**config.mk**
```make
export PLATFORM = sky130hd
export DESIGN_NAME = timeout_counter
export DESIGN_NICKNAME = d
export VERILOG_FILES = /design/src/rtl/timeout_counter.sv
export SDC_FILE = /design/constraint.sdc
export NUM_CORES = 1
export LEC_CHECK = 0
export ABC_AREA = 1
export CORE_UTILIZATION = 25
export CTS_CLUSTER_SIZE = 10
export DETAILED_ROUTE_END_ITERATION = 10
export GPL_ROUTABILITY_DRIVEN = 0
export HOLD_SLACK_MARGIN = 0.12
export SYNTH_ARGS = -nofsm -noshare
export SYNTH_HDL_FRONTEND = slang
export SYNTH_SLANG_ARGS = --single-unit
```
**constraint.sdc**
```tcl
create_clock -name clk -period 4.9 [get_ports clk]
set_clock_uncertainty 0.05 [all_clocks]
set_input_delay 0.49 -clock clk [delete_from_list [all_inputs] [get_ports clk]]
set_output_delay 0.49 -clock clk [all_outputs]
set_load 0.1 [all_outputs]
```
**src/rtl/timeout_counter.sv**
```systemverilog
// Per-test cycle counter; flags the cycle whose edge completes the limit-th counted cycle.
module timeout_counter #(
    parameter int unsigned W = 16
) (
    input  logic         clk,
    input  logic         reset_n,
    input  logic         clr,
    input  logic         en,
    input  logic [W-1:0] limit,
    output logic         expired
);

    logic [W-1:0] cnt_q;
    logic [W-1:0] cnt_d;

    always_comb begin
        cnt_d = cnt_q;
        if (clr) begin
            cnt_d = '0;
        end else if (en) begin
            cnt_d = cnt_q + W'(1);
        end
    end

    always_ff @(posedge clk or negedge reset_n) begin
        if (!reset_n) begin
            cnt_q <= '0;
        end else begin
            cnt_q <= cnt_d;
        end
    end

    // A zero limit disables expiry entirely.
    assign expired = en && (limit != '0) && (cnt_d == limit);

endmodule

```
==> impl_metrics.ini, run 1 <==
[run_status]
status = finished clean

[logic_synthesis]
synth-seq-cells = 16
synth_top_cell_area_share_pct = 29.6
synth_ff_type = dfrtp_1
syn_nets = 243
async_reset_ff_share_pct = 100
avgSynthCellArea_um2 = 6.09
yosysSeqAreaShare_pct = 29.6
yosysMostFrequentCell = nand2_1
synthesis.instances = 222
synth_edf_count = 0
ys_types = 25
syn_area_mm2 = 0.00135
synthTopCellsByArea = dfrtp_1 (30%), nand2_1 (18%), inv_1 (13%), nand3_1 (13%), nor2_1 (6.7%)
yosys_warnings = 0
synth_largest_area_cell = dfrtp_1
synth_commonest_cells = nand2_1 (63), inv_1 (46), nand3_1 (34)

[clock_network]
cts_resized = 0
clock_latency_ps = 250
cts.sinks = 16
cts_tree = done
numCtsBuffers = 3
clk_pin_slew_worst_paths_ps = 70
cts_setup_buffers = 0
cts_buffer_depth = 2
ctsRootBufferMaster = clkbuf_8
postCtsHoldBufs = 0
htree_levels = 1

[route]
ant_nets = 0
wl_met3_um = 58
drc = 0
highest_layer = met4
via_per_inst = 4.26
drt_iter0_markers = 57
m1WireLength_mm = 1.66
dr_wl_met2_mm = 1.43
wl_mm = 3.22
post_drt_wl_per_cell_um = 10.3
firstDrtPassIters = 4
vias = 1328

[floorplanning]
core_mm2 = 0.00517
pin_count = 21
die_y_um = 75.5
start_util_pct = 26.1
die_w_um = 75.5
rows = 26
die-area_mm2 = 0.00570

[global_route]
grt_max_degree = 26
grt_usage_pct = 13.0
grt_pass1_vias = 1258
grt_pass1_wl_mm = 5.60
overflow = 0
antenna_found_initial = 0

[layout]
nFillCells = 580
area_delta_synth_final_pct = 23.0
n_antenna_cell = 0
fin_area_mm2 = 0.00166
top_register = cnt_q
top_regs = cnt_q x16
layout.nets = 265
drive_above_1_share_pct = 6.61
largest_reg_flops = 16

[worst_setup_path]
critical_path_required_ps = 4360
cp-start-kind = input pin
crit_path_end_kind = output port
path_class = input pin to output port
path_max_fanout = 25
worst_ep_arrival_time_ps = 2900

[sta]
max_freq_mhz = 291
max_slew_margin_pct = 47.8
final.setup.tns_ps = 0
slew_viol_final = 0
whs_ps = 569
setup_viol = 0
fin_crit_ps = 3440
hold_viol_final = 0
rsz0062_at_grt = false
fin_crit_sh_pct = 70.1
tightest_slew_ps = 780

[placed_design]
dp_hpwl_mm = 2.59
post_dp_cell_area_mm2 = 0.00162
io_buffers = 20

[power]
p_per_area_mw_per_mm2 = 171
p_leak_nw = 0.906
finalPower_uw = 284
worst_ir_drop_vdd_mv = 0.102

[flow_run]
drv_cap = 0

[min_path]
holdCritPathClass = flop to flop
[critical path: stages]
cell             delay [ps]
clkdlybuf4s50_1         490
clkinv_1                560
nand3_1                 330
nand2_1                  80
nand2_1                  60
nand3_1                  70
nor2_1                   80
nand3_1                  70
nor2_1                  160
nand3_1                  90
nor2_1                  120
buf_4                   300
[layer usage]
layer / vias to the layer above / GRT usage [%]
met1: 581 / 17.2
met5: - / 0
met4: 0 / 5.56
met3: 4 / 1.19
met2: 12 / 21.8
li1: 731 / -
[cell type report]
class,instances,area (um^2),share of cell area [%]
Inverter,50,188,11.3
Tap cell,70,87.6,5.27
Timing Repair Buffer,20,198,11.9
Sequential cell,16,400,24.1
Clock buffer,3,41.3,2.48
Multi-Input combinational cell,153,747,45.0
[cells by family after synthesis]
logic type	synth area share [%]
adder cells (fa/ha/maj)	0.926
flip-flops	29.6
AO/OA/AOI/OAI	3.52
XOR/XNOR	0.648
buffers and inverters	15.1
AND/OR/NAND/NOR	50.2
[final timing paths]
| kind | from | endpoint | slack, ps | depth (start not counted) |
|---|---|---|---|---|
| setup / recovery | clr | expired | 1460 | 12 |
| hold / removal | cnt_q[15] | cnt_q[15] | 570 | 3 |
| setup reg to reg | cnt_q[0] | cnt_q[14] | 3260 | 6 |
| hold reg to reg | cnt_q[15] | cnt_q[15] | 570 | 3 |
| max in group asynchronous | reset_n | cnt_q[6] | 3670 | 1 |
| min in group asynchronous | reset_n | cnt_q[9] | 650 | 1 |
[layout by cell type, fill, tap and decap left out]
cell type / synthesis / layout
o21bai_1: 2 / 2
nand3_2: 1 / 1
nand2_1: 63 / 63
clkinv_1: 1 / 1
or2_1: 1 / 1
a21oi_1: 1 / 1
o21ai_0: 1 / 1
nor2_2: 1 / 1
o21bai_2: 2 / 2
and2_1: 1 / 1
ha_1: 1 / 1
nand4_1: 14 / 14
clkbuf_8: 0 / 3
nand2_2: 1 / 1
nand3b_1: 1 / 1
nor2_4: 3 / 3
inv_1: 46 / 46
clkdlybuf4s50_1: 0 / 19
nand3_1: 34 / 34
nand3_4: 1 / 1
inv_2: 3 / 3
dfrtp_1: 16 / 16
buf_4: 1 / 1
nor2_1: 24 / 24
xor2_1: 1 / 1
[where the power goes]
| group | leakage (nW) | internal [mW] | switching (mW) |
|---|---|---|---|
| Sequential | 0.221 | 0.134 | 0.00178 |
| Combinational | 0.663 | 0.0216 | 0.0245 |
| Clock | 0.0216 | 0.0545 | 0.0485 |
| Total | 0.906 | 0.210 | 0.0748 |
[metrics by stage]
stage | setup slack, ps | instances | utilization, %
global route | 1130 | 312 | 32.1
global placement | 1420 | 309 | 31.3
floorplan | 1710 | 222 | -
finish | 1460 | 312 | 32.1
detailed placement | 1450 | 309 | 31.3
CTS | 1450 | 312 | 32.1
Power figures use the tool's default switching activity.
==> run 2, diff against run 1 <==
==> constraint.sdc (replaced) <==
create_clock -name clk -period 2.85 [get_ports clk]
set_clock_uncertainty 0.05 [all_clocks]
set_input_delay 0.285 -clock clk [delete_from_list [all_inputs] [get_ports clk]]
set_output_delay 0.285 -clock clk [all_outputs]
set_load 0.1 [all_outputs]
==> impl_metrics.ini, run 2 (synthesis gave the netlist of run 1 again) <==
[run_status]
status = finished clean

[clock_network]
cts_setup_buffers = 0
numCtsBuffers = 3
cts_tree = done
clk_pin_slew_worst_paths_ps = 60
cts_resized = 0
cts_buffer_depth = 2
ctsRootBufferMaster = clkbuf_8
htree_levels = 1
cts.sinks = 16
postCtsHoldBufs = 0
clock_latency_ps = 240

[sta]
max_freq_mhz = 383
fin_crit_sh_pct = 91.7
finalWorstSetupSlack_ps = 238
max_slew_margin_pct = 47.5
fin_crit_ps = 2610
rsz0062_at_grt = false
final.setup.tns_ps = 0
slew_viol_final = 0
setup_viol = 0
tightest_slew_ps = 785
hold_viol_final = 0

[layout]
layout_commonest_cell = nand2_1
instances_no_fill = 316
top_regs = cnt_q x16
largest_reg_flops = 16
top_register = cnt_q
area_delta_synth_final_pct = 26.3
n_antenna_cell = 0
nFillCells = 574
drive_above_1_share_pct = 8.54
layout_common_cells = nand2_1 (63), inv_1 (46), nand3_1 (34)
layout.nets = 269

[min_path]
holdCritPathClass = input pin to async pin

[power]
p_leak_nw = 0.927
worst_ir_drop_vdd_mv = 0.175
p_per_area_mw_per_mm2 = 286

[worst_setup_path]
worst_ep_arrival_time_ps = 2280
path_max_fanout = 4
worst-path-buf-inv = 2
path_class = flop to output port
rr_worst_depth = 6
crit_path_end_kind = output port
worstSetupPathDepth = 12
critPathMaxStageDelay_ps = 410
worst_path_max_delay_cell = dfrtp_1
r2r-end = cnt_q[14]
cp-start-kind = flop
r2r_setup_slack_ps = 1380
path_common_cell = nand3_1
critical_path_required_ps = 2520
path_delay_family = simple AND/OR/NAND/NOR gates
cp_cell_sequence = ha_1 > nand3_1 > buf_4 > nand3_1 > nand2_1 > nand3_1 > nor2_1 > nand3_1 > nor2_1 > nand3_1 > nor2_2 > buf_12
rr_startpoint = cnt_q[0]

[route]
via_per_inst = 4.46
wl_mm = 3.36
firstDrtPassIters = 4
drc = 0
post_drt_wl_per_cell_um = 10.6
vias = 1409
ant_nets = 0
drt_iter0_markers = 55

[global_route]
grt_usage_pct = 13.5
grt_max_degree = 17
antenna_found_initial = 0
grt_pass1_vias = 1265
grt_pass1_wl_mm = 5.71
overflow = 0

[placed_design]
place_inst = 313
io_buffers = 20
dp_hpwl_mm = 2.81
dpl_worst_slack_ps = 313

[floorplanning]
core_mm2 = 0.00517
start_util_pct = 26.1
die_y_um = 75.5
pin_count = 21
die-area_mm2 = 0.00570
die_w_um = 75.5
rows = 26

[flow_run]
drv_cap = 0
run 2: changes by cell type in the layout (fill, tap and decap cells not counted):
cell / delta
buf_12: +1
buf_4: +3
nor2_2: +1
nor2_1: -1
run 2: metrics by stage:
step / cell area [um^2] / util [%] / power, mW / hold slack (ps)
after global routing: 1710 / 33.0 / 0.514 / 524
after global placement: 1670 / 32.2 / 0.321 / 547
final: 1710 / 33.0 / 0.488 / 449
after CTS: 1710 / 33.0 / 0.494 / 478
after detailed placement: 1670 / 32.2 / 0.322 / 568
after floorplan: 1350 / - / 0.274 / -60.6
run 2: final cells by class:
class | instances | area, um^2 | share of cell area, %
sequential | 16 | 400 | 23.5
timing repair buffer | 24 | 240 | 14.1
multi-input combinational | 153 | 749 | 43.9
inverter | 50 | 188 | 11.0
clock buffer | 3 | 41.3 | 2.42
tap | 70 | 87.6 | 5.13
run 2: worst max path at each step:
stage,start,end,slack (ps)
after floorplan,cnt_q[0],expired,310
after global placement,en,expired,300
after detailed placement,en,expired,310
after CTS,cnt_q[0],expired,220
after global routing,cnt_q[0],expired,50
final,cnt_q[0],expired,240
run 2: per-layer routing:
metal	GRT usage [%]	part of all wire, %
met5	0	0
met2	23.2	48
met3	1.19	3.8
met1	17.6	47
met4	4.94	1.8
run 2: report_power, final:
| part | internal [mW] | switching [mW] | total [mW] |
|---|---|---|---|
| Clock | 0.0936 | 0.0771 | 0.171 |
| Sequential | 0.230 | 0.00272 | 0.233 |
| Combinational | 0.0400 | 0.0448 | 0.0847 |
| Total | 0.363 | 0.125 | 0.488 |
==> run 3, diff against run 2 <==
--- a/config.mk
+++ b/config.mk
@@ -6,10 +6,11 @@
 export NUM_CORES = 1
 export LEC_CHECK = 0
 export ABC_AREA = 1
-export CORE_UTILIZATION = 25
+export CORE_UTILIZATION = 30
 export CTS_CLUSTER_SIZE = 10
 export DETAILED_ROUTE_END_ITERATION = 10
 export GPL_ROUTABILITY_DRIVEN = 0
+export GPL_TIMING_DRIVEN = 0
 export HOLD_SLACK_MARGIN = 0.12
 export SYNTH_ARGS = -nofsm -noshare
 export SYNTH_HDL_FRONTEND = slang
==> impl_metrics.ini, run 3 (synthesis gave the netlist of run 1 again) <==
[route]
drc = 0
firstDrtPassIters = 4
post_drt_wl_per_cell_um = 11.2
wl_mm = 3.34
vias = 1372
ant_nets = 0
via_per_inst = 4.59
drt_iter0_markers = 76

[clock_network]
ctsRootBufferMaster = clkbuf_8
postCtsHoldBufs = 0
htree_levels = 1
clock_latency_ps = 250
cts_tree = done
cts_setup_buffers = 0
cts.sinks = 16
clk_pin_slew_worst_paths_ps = 70
numCtsBuffers = 3
cts_buffer_depth = 2

[layout]
instances_no_fill = 299
nFillCells = 470
top_regs = cnt_q x16
drive_above_1_share_pct = 8.91
largest_reg_flops = 16
final_util_pct = 38.6
area_delta_synth_final_pct = 24.5
fin_area_mm2 = 0.00168
layout.nets = 269
layout_commonest_cell = nand2_1
n_antenna_cell = 0
layout_common_cells = nand2_1 (63), inv_1 (46), nand3_1 (33)
top_register = cnt_q

[power]
worst_ir_drop_vdd_mv = 0.124
p_leak_nw = 0.923
p_switching_uw = 134
intPower_uw = 391
switching_share_pct = 25.5
finalPower_uw = 526
power_frac_clock_pct = 40.0
combPwrFrac_pct = 15.7
sequentialPowerShare_pct = 44.3
p_per_area_mw_per_mm2 = 312

[worst_setup_path]
rr_startpoint = cnt_q[0]
path_common_cell = nand3_1
worst_path_max_delay_cell = dfrtp_1
path_class = flop to output port
cp-endpoint = expired
setup.worst_path.start = cnt_q[0]
r2r-end = cnt_q[12]
cp_cell_sequence = ha_1 > nand3_2 > nor2_4 > nand2_1 > nand3_1 > inv_2 > nand2_1 > nand3_1 > nor2_1 > nand3_1 > nor2_2 > clkbuf_4
critPathMaxStageDelay_ps = 410
critical_path_required_ps = 2520
rr_worst_depth = 6
r2r_setup_slack_ps = 1320
worst_ep_arrival_time_ps = 2330
path_max_fanout = 6
cp-start-kind = flop
crit_path_end_kind = output port

[sta]
max_freq_mhz = 375
fin_crit_ps = 2670
setup_viol = 0
rsz0062_at_grt = false
max_slew_margin_pct = 48.2
whs_ps = 430
tightest_slew_ps = 774
slew_viol_final = 0
hold_viol_final = 0
fin_crit_sh_pct = 93.5

[global_route]
grt_max_degree = 17
grt_pass1_vias = 1254
antenna_found_initial = 0
grt_usage_pct = 14.8
grt_pass1_wl_mm = 5.58
overflow = 0

[floorplanning]
pin_count = 21
start_util_pct = 31.0
core_mm2 = 0.00435
die-area_mm2 = 0.00478
die_w_um = 69.1
rows = 24
die_y_um = 69.1

[placed_design]
dp_hpwl_mm = 2.55
io_buffers = 20
post_dp_cell_area_mm2 = 0.00162
place_inst = 294

[min_path]
holdCritPathClass = input pin to async pin

[flow_run]
drv_cap = 0

[run_status]
status = finished clean
-- run 3: cell types whose count changed in the layout (fill, tap and decap cells not counted) --
cell	before	now
buf_12	1	0
buf_2	0	1
buf_4	4	1
clkbuf_1	0	1
clkbuf_4	0	1
clkbuf_8	3	4
nand3_1	34	33
nand3_2	1	2
nor2_2	2	3
-- run 3: cell type report --
type / count / area, um^2 / area share, %
buffer: 3 / 16.3 / 0.967
sequential: 16 / 400 / 23.8
timing repair buffer: 20 / 198 / 11.7
clock buffer: 4 / 55.1 / 3.27
multi-input combinational: 154 / 761 / 45.2
inverter: 50 / 188 / 11.2
tap: 52 / 65.1 / 3.87
-- run 3: per-stage QoR --
step	TNS, ps	setup slack (ps)
6_report	0	185
2_1_floorplan	0	313
3_3_place_gp	-603	-603
5_1_grt	0	4.94
3_5_place_dp	-614	-614
4_1_cts	0	11.2
-- run 3: worst max-delay path: cells and delay by family (launching register included) --
kind          cells  cell delay (ps)
simple gates      9             1090
buf+inv           2              380
flops             1              410
fa+ha+maj         1              200
-- run 3: what timing repair did --
| item | 4_1_cts | 5_1_grt |
|---|---|---|
| resized for setup | 5 | 2 |
| pin swaps | 0 | 1 |
| endpoints found under the setup margin | 1 | 1 |
| cloned | 0 | 1 |
-- run 3: worst min path at each step --
| stage | end | depth (start not counted) |
|---|---|---|
| floorplan | cnt_q[0] | 0 |
| global placement | cnt_q[15] | 3 |
| detailed placement | cnt_q[15] | 3 |
| CTS | cnt_q[10] | 1 |
| global route | cnt_q[10] | 1 |
| finish | cnt_q[9] | 1 |
-- run 3: power groups by stage --
stage | logic, mW | registers [mW] | clock network [mW]
global placement | 0.0823 | 0.237 | 0
detailed placement | 0.0825 | 0.237 | 0
CTS | 0.0828 | 0.232 | 0.221
floorplan | 0.0375 | 0.236 | 0
finish | 0.0826 | 0.233 | 0.210
global route | 0.0933 | 0.233 | 0.230
-- run 3: per-layer routing --
layer	vias to the layer above	wire length [um]	global-route usage, %
li1	746	-	-
met2	27	1550	23.3
met5	-	0	0
met3	4	107	1.90
met4	0	34	5.90
met1	595	1650	20.5
